[src/rtl/pipeline_hazard_ctrl_if.sv]
// rtl/pipeline_hazard_ctrl_if.sv - hazard status inputs and stall/flush controls of the pipeline hazard controller
interface pipeline_hazard_ctrl_if;
  logic        MEM_BUSYWAIT;
  logic        IMEM_BUSYWAIT;
  logic        MEM_READ_EN_IDEX;
  logic [4:0]  REG_WRITE_ADDR_IDEX;
  logic [4:0]  ADDR_1_ID;
  logic [4:0]  ADDR_2_ID;
  logic        RS1_USED_ID;
  logic        RS2_USED_ID;
  logic        BRANCH_TAKEN_EX;
  logic        MULDIV_REQ_EX;
  logic        MULDIV_DONE;

  logic        PC_STALL;
  logic        IFID_STALL;
  logic        IDEX_STALL;
  logic        EXMEM_STALL;
  logic        MEMWB_STALL;
  logic        IFID_RESET;
  logic        IDEX_RESET;
  logic        EXMEM_RESET;
  logic        MULDIV_START;
  logic        MULDIV_ACK;
  logic [15:0] STALL_CNT;
  logic [15:0] FLUSH_CNT;
  logic [1:0]  STATE;

  // Pipeline side: reports stage status, obeys the controls.
  modport master (
    output MEM_BUSYWAIT, IMEM_BUSYWAIT, MEM_READ_EN_IDEX, REG_WRITE_ADDR_IDEX,
           ADDR_1_ID, ADDR_2_ID, RS1_USED_ID, RS2_USED_ID, BRANCH_TAKEN_EX,
           MULDIV_REQ_EX, MULDIV_DONE,
    input  PC_STALL, IFID_STALL, IDEX_STALL, EXMEM_STALL, MEMWB_STALL,
           IFID_RESET, IDEX_RESET, EXMEM_RESET, MULDIV_START, MULDIV_ACK,
           STALL_CNT, FLUSH_CNT, STATE
  );

  modport slave (
    input  MEM_BUSYWAIT, IMEM_BUSYWAIT, MEM_READ_EN_IDEX, REG_WRITE_ADDR_IDEX,
           ADDR_1_ID, ADDR_2_ID, RS1_USED_ID, RS2_USED_ID, BRANCH_TAKEN_EX,
           MULDIV_REQ_EX, MULDIV_DONE,
    output PC_STALL, IFID_STALL, IDEX_STALL, EXMEM_STALL, MEMWB_STALL,
           IFID_RESET, IDEX_RESET, EXMEM_RESET, MULDIV_START, MULDIV_ACK,
           STALL_CNT, FLUSH_CNT, STATE
  );
endinterface

[src/rtl/pipeline_hazard_ctrl.sv]
// rtl/pipeline_hazard_ctrl.sv - five-stage pipeline stall/flush controller with mul/div wait FSM and perf counters
module pipeline_hazard_ctrl (
  input  logic                         CLK,
  input  logic                         RESET,
  pipeline_hazard_ctrl_if.slave        hz
);
  localparam logic [1:0] RUN     = 2'b00;
  localparam logic [1:0] MD_WAIT = 2'b01;

  logic [1:0]  state_q, state_d;
  logic [15:0] stall_cnt_q, stall_cnt_d;
  logic [15:0] flush_cnt_q, flush_cnt_d;

  logic pc_stall, ifid_stall, idex_stall, exmem_stall, memwb_stall;
  logic ifid_reset, idex_reset, exmem_reset, md_start, md_ack, flush_evt;
  logic load_use;

  assign load_use = hz.MEM_READ_EN_IDEX && (hz.REG_WRITE_ADDR_IDEX != 5'd0) &&
                    ((hz.RS1_USED_ID && (hz.ADDR_1_ID == hz.REG_WRITE_ADDR_IDEX)) ||
                     (hz.RS2_USED_ID && (hz.ADDR_2_ID == hz.REG_WRITE_ADDR_IDEX)));

  always_comb begin
    pc_stall    = 1'b0;
    ifid_stall  = 1'b0;
    idex_stall  = 1'b0;
    exmem_stall = 1'b0;
    memwb_stall = 1'b0;
    ifid_reset  = 1'b0;
    idex_reset  = 1'b0;
    exmem_reset = 1'b0;
    md_start    = 1'b0;
    md_ack      = 1'b0;
    flush_evt   = 1'b0;
    state_d     = state_q;

    if (RESET) begin
      ifid_reset  = 1'b1;
      idex_reset  = 1'b1;
      exmem_reset = 1'b1;
      state_d     = RUN;
    end else if (hz.MEM_BUSYWAIT) begin
      // Data memory stall freezes the whole pipe; unused encodings still recover.
      pc_stall    = 1'b1;
      ifid_stall  = 1'b1;
      idex_stall  = 1'b1;
      exmem_stall = 1'b1;
      memwb_stall = 1'b1;
      if (state_q != MD_WAIT) state_d = RUN;
    end else begin
      case (state_q)
        RUN: begin
          if (hz.BRANCH_TAKEN_EX) begin
            ifid_reset = 1'b1;
            idex_reset = 1'b1;
            flush_evt  = 1'b1;
          end else if (hz.MULDIV_REQ_EX) begin
            md_start    = 1'b1;
            pc_stall    = 1'b1;
            ifid_stall  = 1'b1;
            idex_stall  = 1'b1;
            exmem_reset = 1'b1;
            state_d     = MD_WAIT;
          end else if (load_use) begin
            pc_stall   = 1'b1;
            ifid_stall = 1'b1;
            idex_reset = 1'b1;
          end else if (hz.IMEM_BUSYWAIT) begin
            pc_stall   = 1'b1;
            ifid_reset = 1'b1;
          end
        end
        MD_WAIT: begin
          if (hz.MULDIV_DONE) begin
            // All controls released so EX/MEM captures the unit's result.
            md_ack  = 1'b1;
            state_d = RUN;
          end else begin
            pc_stall    = 1'b1;
            ifid_stall  = 1'b1;
            idex_stall  = 1'b1;
            exmem_reset = 1'b1;
          end
        end
        default: state_d = RUN;
      endcase
    end

    stall_cnt_d = stall_cnt_q;
    if (pc_stall && (stall_cnt_q != 16'hFFFF)) stall_cnt_d = stall_cnt_q + 16'd1;
    flush_cnt_d = flush_cnt_q;
    if (flush_evt && (flush_cnt_q != 16'hFFFF)) flush_cnt_d = flush_cnt_q + 16'd1;
  end

  always_ff @(posedge CLK) begin
    if (RESET) begin
      state_q     <= RUN;
      stall_cnt_q <= 16'd0;
      flush_cnt_q <= 16'd0;
    end else begin
      state_q     <= state_d;
      stall_cnt_q <= stall_cnt_d;
      flush_cnt_q <= flush_cnt_d;
    end
  end

  assign hz.PC_STALL     = pc_stall;
  assign hz.IFID_STALL   = ifid_stall;
  assign hz.IDEX_STALL   = idex_stall;
  assign hz.EXMEM_STALL  = exmem_stall;
  assign hz.MEMWB_STALL  = memwb_stall;
  assign hz.IFID_RESET   = ifid_reset;
  assign hz.IDEX_RESET   = idex_reset;
  assign hz.EXMEM_RESET  = exmem_reset;
  assign hz.MULDIV_START = md_start;
  assign hz.MULDIV_ACK   = md_ack;
  assign hz.STALL_CNT    = stall_cnt_q;
  assign hz.FLUSH_CNT    = flush_cnt_q;
  assign hz.STATE        = state_q;
endmodule
[src/flat_wrapper.sv]
// flat-port wrapper written by rule: the top's interface ports become plain ports
module pipeline_hazard_ctrl_flat 
  (CLK, RESET, hz_MEM_BUSYWAIT, hz_IMEM_BUSYWAIT, hz_MEM_READ_EN_IDEX, hz_REG_WRITE_ADDR_IDEX, hz_ADDR_1_ID, hz_ADDR_2_ID, hz_RS1_USED_ID, hz_RS2_USED_ID, hz_BRANCH_TAKEN_EX, hz_MULDIV_REQ_EX, hz_MULDIV_DONE, hz_PC_STALL, hz_IFID_STALL, hz_IDEX_STALL, hz_EXMEM_STALL, hz_MEMWB_STALL, hz_IFID_RESET, hz_IDEX_RESET, hz_EXMEM_RESET, hz_MULDIV_START, hz_MULDIV_ACK, hz_STALL_CNT, hz_FLUSH_CNT, hz_STATE);
  pipeline_hazard_ctrl_if hz_i ();
  input  logic CLK;
  input  logic RESET;
  input wire logic [$bits(hz_i.MEM_BUSYWAIT)-1:0] hz_MEM_BUSYWAIT;
  input wire logic [$bits(hz_i.IMEM_BUSYWAIT)-1:0] hz_IMEM_BUSYWAIT;
  input wire logic [$bits(hz_i.MEM_READ_EN_IDEX)-1:0] hz_MEM_READ_EN_IDEX;
  input wire logic [$bits(hz_i.REG_WRITE_ADDR_IDEX)-1:0] hz_REG_WRITE_ADDR_IDEX;
  input wire logic [$bits(hz_i.ADDR_1_ID)-1:0] hz_ADDR_1_ID;
  input wire logic [$bits(hz_i.ADDR_2_ID)-1:0] hz_ADDR_2_ID;
  input wire logic [$bits(hz_i.RS1_USED_ID)-1:0] hz_RS1_USED_ID;
  input wire logic [$bits(hz_i.RS2_USED_ID)-1:0] hz_RS2_USED_ID;
  input wire logic [$bits(hz_i.BRANCH_TAKEN_EX)-1:0] hz_BRANCH_TAKEN_EX;
  input wire logic [$bits(hz_i.MULDIV_REQ_EX)-1:0] hz_MULDIV_REQ_EX;
  input wire logic [$bits(hz_i.MULDIV_DONE)-1:0] hz_MULDIV_DONE;
  output wire logic [$bits(hz_i.PC_STALL)-1:0] hz_PC_STALL;
  output wire logic [$bits(hz_i.IFID_STALL)-1:0] hz_IFID_STALL;
  output wire logic [$bits(hz_i.IDEX_STALL)-1:0] hz_IDEX_STALL;
  output wire logic [$bits(hz_i.EXMEM_STALL)-1:0] hz_EXMEM_STALL;
  output wire logic [$bits(hz_i.MEMWB_STALL)-1:0] hz_MEMWB_STALL;
  output wire logic [$bits(hz_i.IFID_RESET)-1:0] hz_IFID_RESET;
  output wire logic [$bits(hz_i.IDEX_RESET)-1:0] hz_IDEX_RESET;
  output wire logic [$bits(hz_i.EXMEM_RESET)-1:0] hz_EXMEM_RESET;
  output wire logic [$bits(hz_i.MULDIV_START)-1:0] hz_MULDIV_START;
  output wire logic [$bits(hz_i.MULDIV_ACK)-1:0] hz_MULDIV_ACK;
  output wire logic [$bits(hz_i.STALL_CNT)-1:0] hz_STALL_CNT;
  output wire logic [$bits(hz_i.FLUSH_CNT)-1:0] hz_FLUSH_CNT;
  output wire logic [$bits(hz_i.STATE)-1:0] hz_STATE;
  assign hz_i.MEM_BUSYWAIT = hz_MEM_BUSYWAIT;
  assign hz_i.IMEM_BUSYWAIT = hz_IMEM_BUSYWAIT;
  assign hz_i.MEM_READ_EN_IDEX = hz_MEM_READ_EN_IDEX;
  assign hz_i.REG_WRITE_ADDR_IDEX = hz_REG_WRITE_ADDR_IDEX;
  assign hz_i.ADDR_1_ID = hz_ADDR_1_ID;
  assign hz_i.ADDR_2_ID = hz_ADDR_2_ID;
  assign hz_i.RS1_USED_ID = hz_RS1_USED_ID;
  assign hz_i.RS2_USED_ID = hz_RS2_USED_ID;
  assign hz_i.BRANCH_TAKEN_EX = hz_BRANCH_TAKEN_EX;
  assign hz_i.MULDIV_REQ_EX = hz_MULDIV_REQ_EX;
  assign hz_i.MULDIV_DONE = hz_MULDIV_DONE;
  assign hz_PC_STALL = hz_i.PC_STALL;
  assign hz_IFID_STALL = hz_i.IFID_STALL;
  assign hz_IDEX_STALL = hz_i.IDEX_STALL;
  assign hz_EXMEM_STALL = hz_i.EXMEM_STALL;
  assign hz_MEMWB_STALL = hz_i.MEMWB_STALL;
  assign hz_IFID_RESET = hz_i.IFID_RESET;
  assign hz_IDEX_RESET = hz_i.IDEX_RESET;
  assign hz_EXMEM_RESET = hz_i.EXMEM_RESET;
  assign hz_MULDIV_START = hz_i.MULDIV_START;
  assign hz_MULDIV_ACK = hz_i.MULDIV_ACK;
  assign hz_STALL_CNT = hz_i.STALL_CNT;
  assign hz_FLUSH_CNT = hz_i.FLUSH_CNT;
  assign hz_STATE = hz_i.STATE;
  pipeline_hazard_ctrl u_core (.CLK(CLK), .RESET(RESET), .hz(hz_i));
endmodule
[config.mk]
export PLATFORM = sky130hd
export DESIGN_NAME = pipeline_hazard_ctrl_flat
export DESIGN_NICKNAME = d
export VERILOG_FILES = /design/src/rtl/pipeline_hazard_ctrl_if.sv /design/src/rtl/pipeline_hazard_ctrl.sv /design/src/flat_wrapper.sv
export SDC_FILE = /design/constraint.sdc
export NUM_CORES = 1
export LEC_CHECK = 0
export ABC_AREA = 0
export BUFFER_PORTS_ARGS = -buffer_cell sky130_fd_sc_hd__buf_2
export CORE_UTILIZATION = 52
export DETAILED_ROUTE_END_ITERATION = 8
export PLACE_DENSITY = 0.87
export SLEW_MARGIN = 20
export SYNTH_ARGS = -nofsm -noshare
export SYNTH_HDL_FRONTEND = slang
export SYNTH_SLANG_ARGS = --single-unit
[constraint.sdc]
create_clock -name CLK -period 2.85 [get_ports CLK]
set_clock_uncertainty 0.2 [all_clocks]
set_input_delay 0.4275 -clock CLK [delete_from_list [all_inputs] [get_ports CLK]]
set_output_delay 0.4275 -clock CLK [all_outputs]
set_load 0.05 [all_outputs]
==> qor.txt <==
status: complete, no violations
syn_area_per_cell: 8.305 um^2
vias in the first global route: 1865
layout cells sized above 1: 0.3059
initial antenna violation count: 0
Placer Congestion: 0.9355
Critical Path Sink Type: primary output
Final TNS setup: 0 ns
Synthesis Warnings: 0
worst r2r src: u_core.hz.STATE[0]
CTS clk-pin slew, worst paths: 0.08 ns
most common cell after layout, fill and taps aside: buf_2
Wirelength per Cell: 13.73 um
Slew Limit Fails: 0
ANT nets after route: 0
Cell Int Power: 699.4 uW
Overflow after GRT: 0
sw power: 336.8 uW
Critical Path Start: hz_REG_WRITE_ADDR_IDEX[3]
cell area after synthesis: 2267 um^2
EDFF count, synth: 0
Worst Hold Class: in2reg
pre-CTS WS: 0.1578 ns
htree depth: 2
1st-iter DRT viols: 104
Worst Path Arrival: 2.04 ns
flops & latches, synth: 33
Row Count: 23
vias per cell: 5.718
clock network fraction of total power: 0.339
Tcrit/Tclk final: 0.9343
Tightest Pin Transition: 0.6104 ns
Resized Gates After CTS: 0
TritonCTS buffer count: 5
initial core utilization: 0.5548
# diodes: 0
post-CTS setup buffers: 0
clk_lat worst skew: 0.30 ns
Placeable Area: 4086 um^2
IO Port Bufs: 67
HPWL after DPL: 3899 um
Final #Nets: 366
num ports: 69
first-pass GRT wire length: 8128 um
fillcell total: 359
# DRC: 0
Top FF cell, synth: dfxtp_1
Area Growth Syn to Fin: 20.86%
pin count of the biggest net entering global routing: 48
drt pass-1 iters: 4
Max Freq: 375.6 MHz
clk buf depth: 2
sequential area share after synthesis: 0.2914
most frequent cells in the layout: buf_2 (67), nor2_1 (41), dfxtp_1 (33), nand2_1 (16), nor2b_1 (16)
CTS tree: built
setup violators final: 0
leak pwr: 0.001200 uW
syn nets: 300
CP startpoint kind: primary input
VDD IR max: 241.7 uV
Hold Crit Start: RESET
Mapped Cells: 273
critical-path maximum fanout: 3
Comb pwr share: 0.196
Final Critical Period: 2.663 ns
final hold viol count: 0
Total Power: 1036 uW
total track usage: 0.2324
CTS root buffer: clkbuf_8
Net Sw Frac: 0.3250
post-synthesis cell type count: 55
Die Wd: 68.03 um
Async SR Flop Fraction: 0
clk sink count: 33
Power Density: 378.1 nW/um^2
RSZ-0062 raised after global routing: no
Reg power frac: 0.465
Post-CTS Hold Buffers: 0
Relative slew margins: 0.5918
number of max-cap violations: 0
total wire length: 5353 um
CP required: 2.22 ns
WS Path Type: in2out
routed vias: 2230
DIE AREA: 4628 um^2
post-route setup slack: 0.1873 ns
die height: 68.03 um
## through the flow
step	util	cells	area, um^2	hold slack, ns
finish	0.6705	390	2740	0.2676
global route	0.6705	390	2740	0.2814
CTS	0.6690	390	2734	0.2680
detailed placement	0.6479	382	2648	0.3285
global placement	0.6479	382	2648	0.3061
floorplan	-	273	2285	0.4689
## power groups by stage
stage | sequential (uW) | clock, uW | combinational [uW]
global route | 483 | 374 | 219
global placement | 492 | 0 | 197
floorplan | 513 | 0 | 123
finish | 482 | 352 | 203
CTS | 482 | 355 | 202
detailed placement | 492 | 0 | 201
## cell usage after synthesis, types with 2 or more instances
cell type | n | area share
nor3_1 | 5 | 0.011
ha_1 | 2 | 0.011
inv_1 | 6 | 0.0099
and4_1 | 3 | 0.012
a211oi_1 | 8 | 0.026
nand4_1 | 7 | 0.019
mux2_1 | 7 | 0.035
o21ai_0 | 8 | 0.018
a2111oi_2 | 2 | 0.013
mux2_2 | 8 | 0.040
clkbuf_1 | 5 | 0.0083
nand2_1 | 16 | 0.026
nand3_1 | 5 | 0.011
nor4_1 | 5 | 0.014
a21oi_1 | 11 | 0.024
dfxtp_1 | 33 | 0.29
nor2b_1 | 16 | 0.044
o21a_1 | 2 | 0.0066
o2111ai_1 | 8 | 0.031
buf_2 | 4 | 0.0088
mux2i_1 | 2 | 0.0088
or3_1 | 3 | 0.0083
buf_6 | 2 | 0.0099
nand2b_1 | 4 | 0.011
o211ai_1 | 2 | 0.0066
buf_4 | 2 | 0.0066
xnor2_1 | 7 | 0.027
or4_1 | 3 | 0.0099
and3_1 | 7 | 0.019
nand3b_1 | 2 | 0.0066
xor2_1 | 14 | 0.054
nor2_1 | 41 | 0.068
## cell families (layout without fill, tap and decap cells)
group | count (synthesis) | after routing | share of synthesized area
and+or+nand+nor | 127 | 127 | 0.3151
muxes | 18 | 18 | 0.08996
buffers and inverters | 21 | 88 | 0.04690
other | 1 | 1 | 0.001654
DFF | 33 | 33 | 0.2914
xor gates and xnor gates | 21 | 21 | 0.08113
adders and majority gates | 2 | 2 | 0.01104
AOI/OAI and AO/OA | 50 | 50 | 0.1628
## registers in the layout (all words and copies together), names as in the netlist
register,cells
u_core.hz.FLUSH_CNT,16
u_core.hz.STALL_CNT,16
u_core.hz.STATE,1
## final cells by class
cell class / instances / area (um^2) / share of cell area
inverter: 7 / 26.28 / 0.009589
multi-input combinational: 219 / 1524 / 0.5562
sequential: 33 / 660.6 / 0.2411
clock buffer: 5 / 68.82 / 0.02511
timing repair buffer: 73 / 380.4 / 0.1388
clock inverter: 3 / 17.52 / 0.006393
tap: 50 / 62.56 / 0.02283
## critical path: stages
cell and delay [ns]:
buf_2 0.12, xor2_1 0.17, nor4_2 0.36, a32oi_2 0.18
nand2b_1 0.24, o41ai_2 0.22, buf_2 0.31
## metal layers
| layer | global-route usage | routed length [um] |
|---|---|---|
| met1 | 0.2949 | 2424 |
| met2 | 0.3787 | 2493 |
| met3 | 0.06000 | 378 |
| met4 | 0.07813 | 56 |
| met5 | 0 | 0 |
## final timing paths
path	to	slack [ns]	depth (start not counted)
hold / removal	u_core.hz.FLUSH_CNT[14]	0.27	2
hold reg to reg	u_core.hz.FLUSH_CNT[0]	0.34	1
setup / recovery	hz_IDEX_RESET	0.19	7
setup reg to reg	u_core.hz.STALL_CNT[8]	0.40	5
Power figures use the tool's default switching activity.
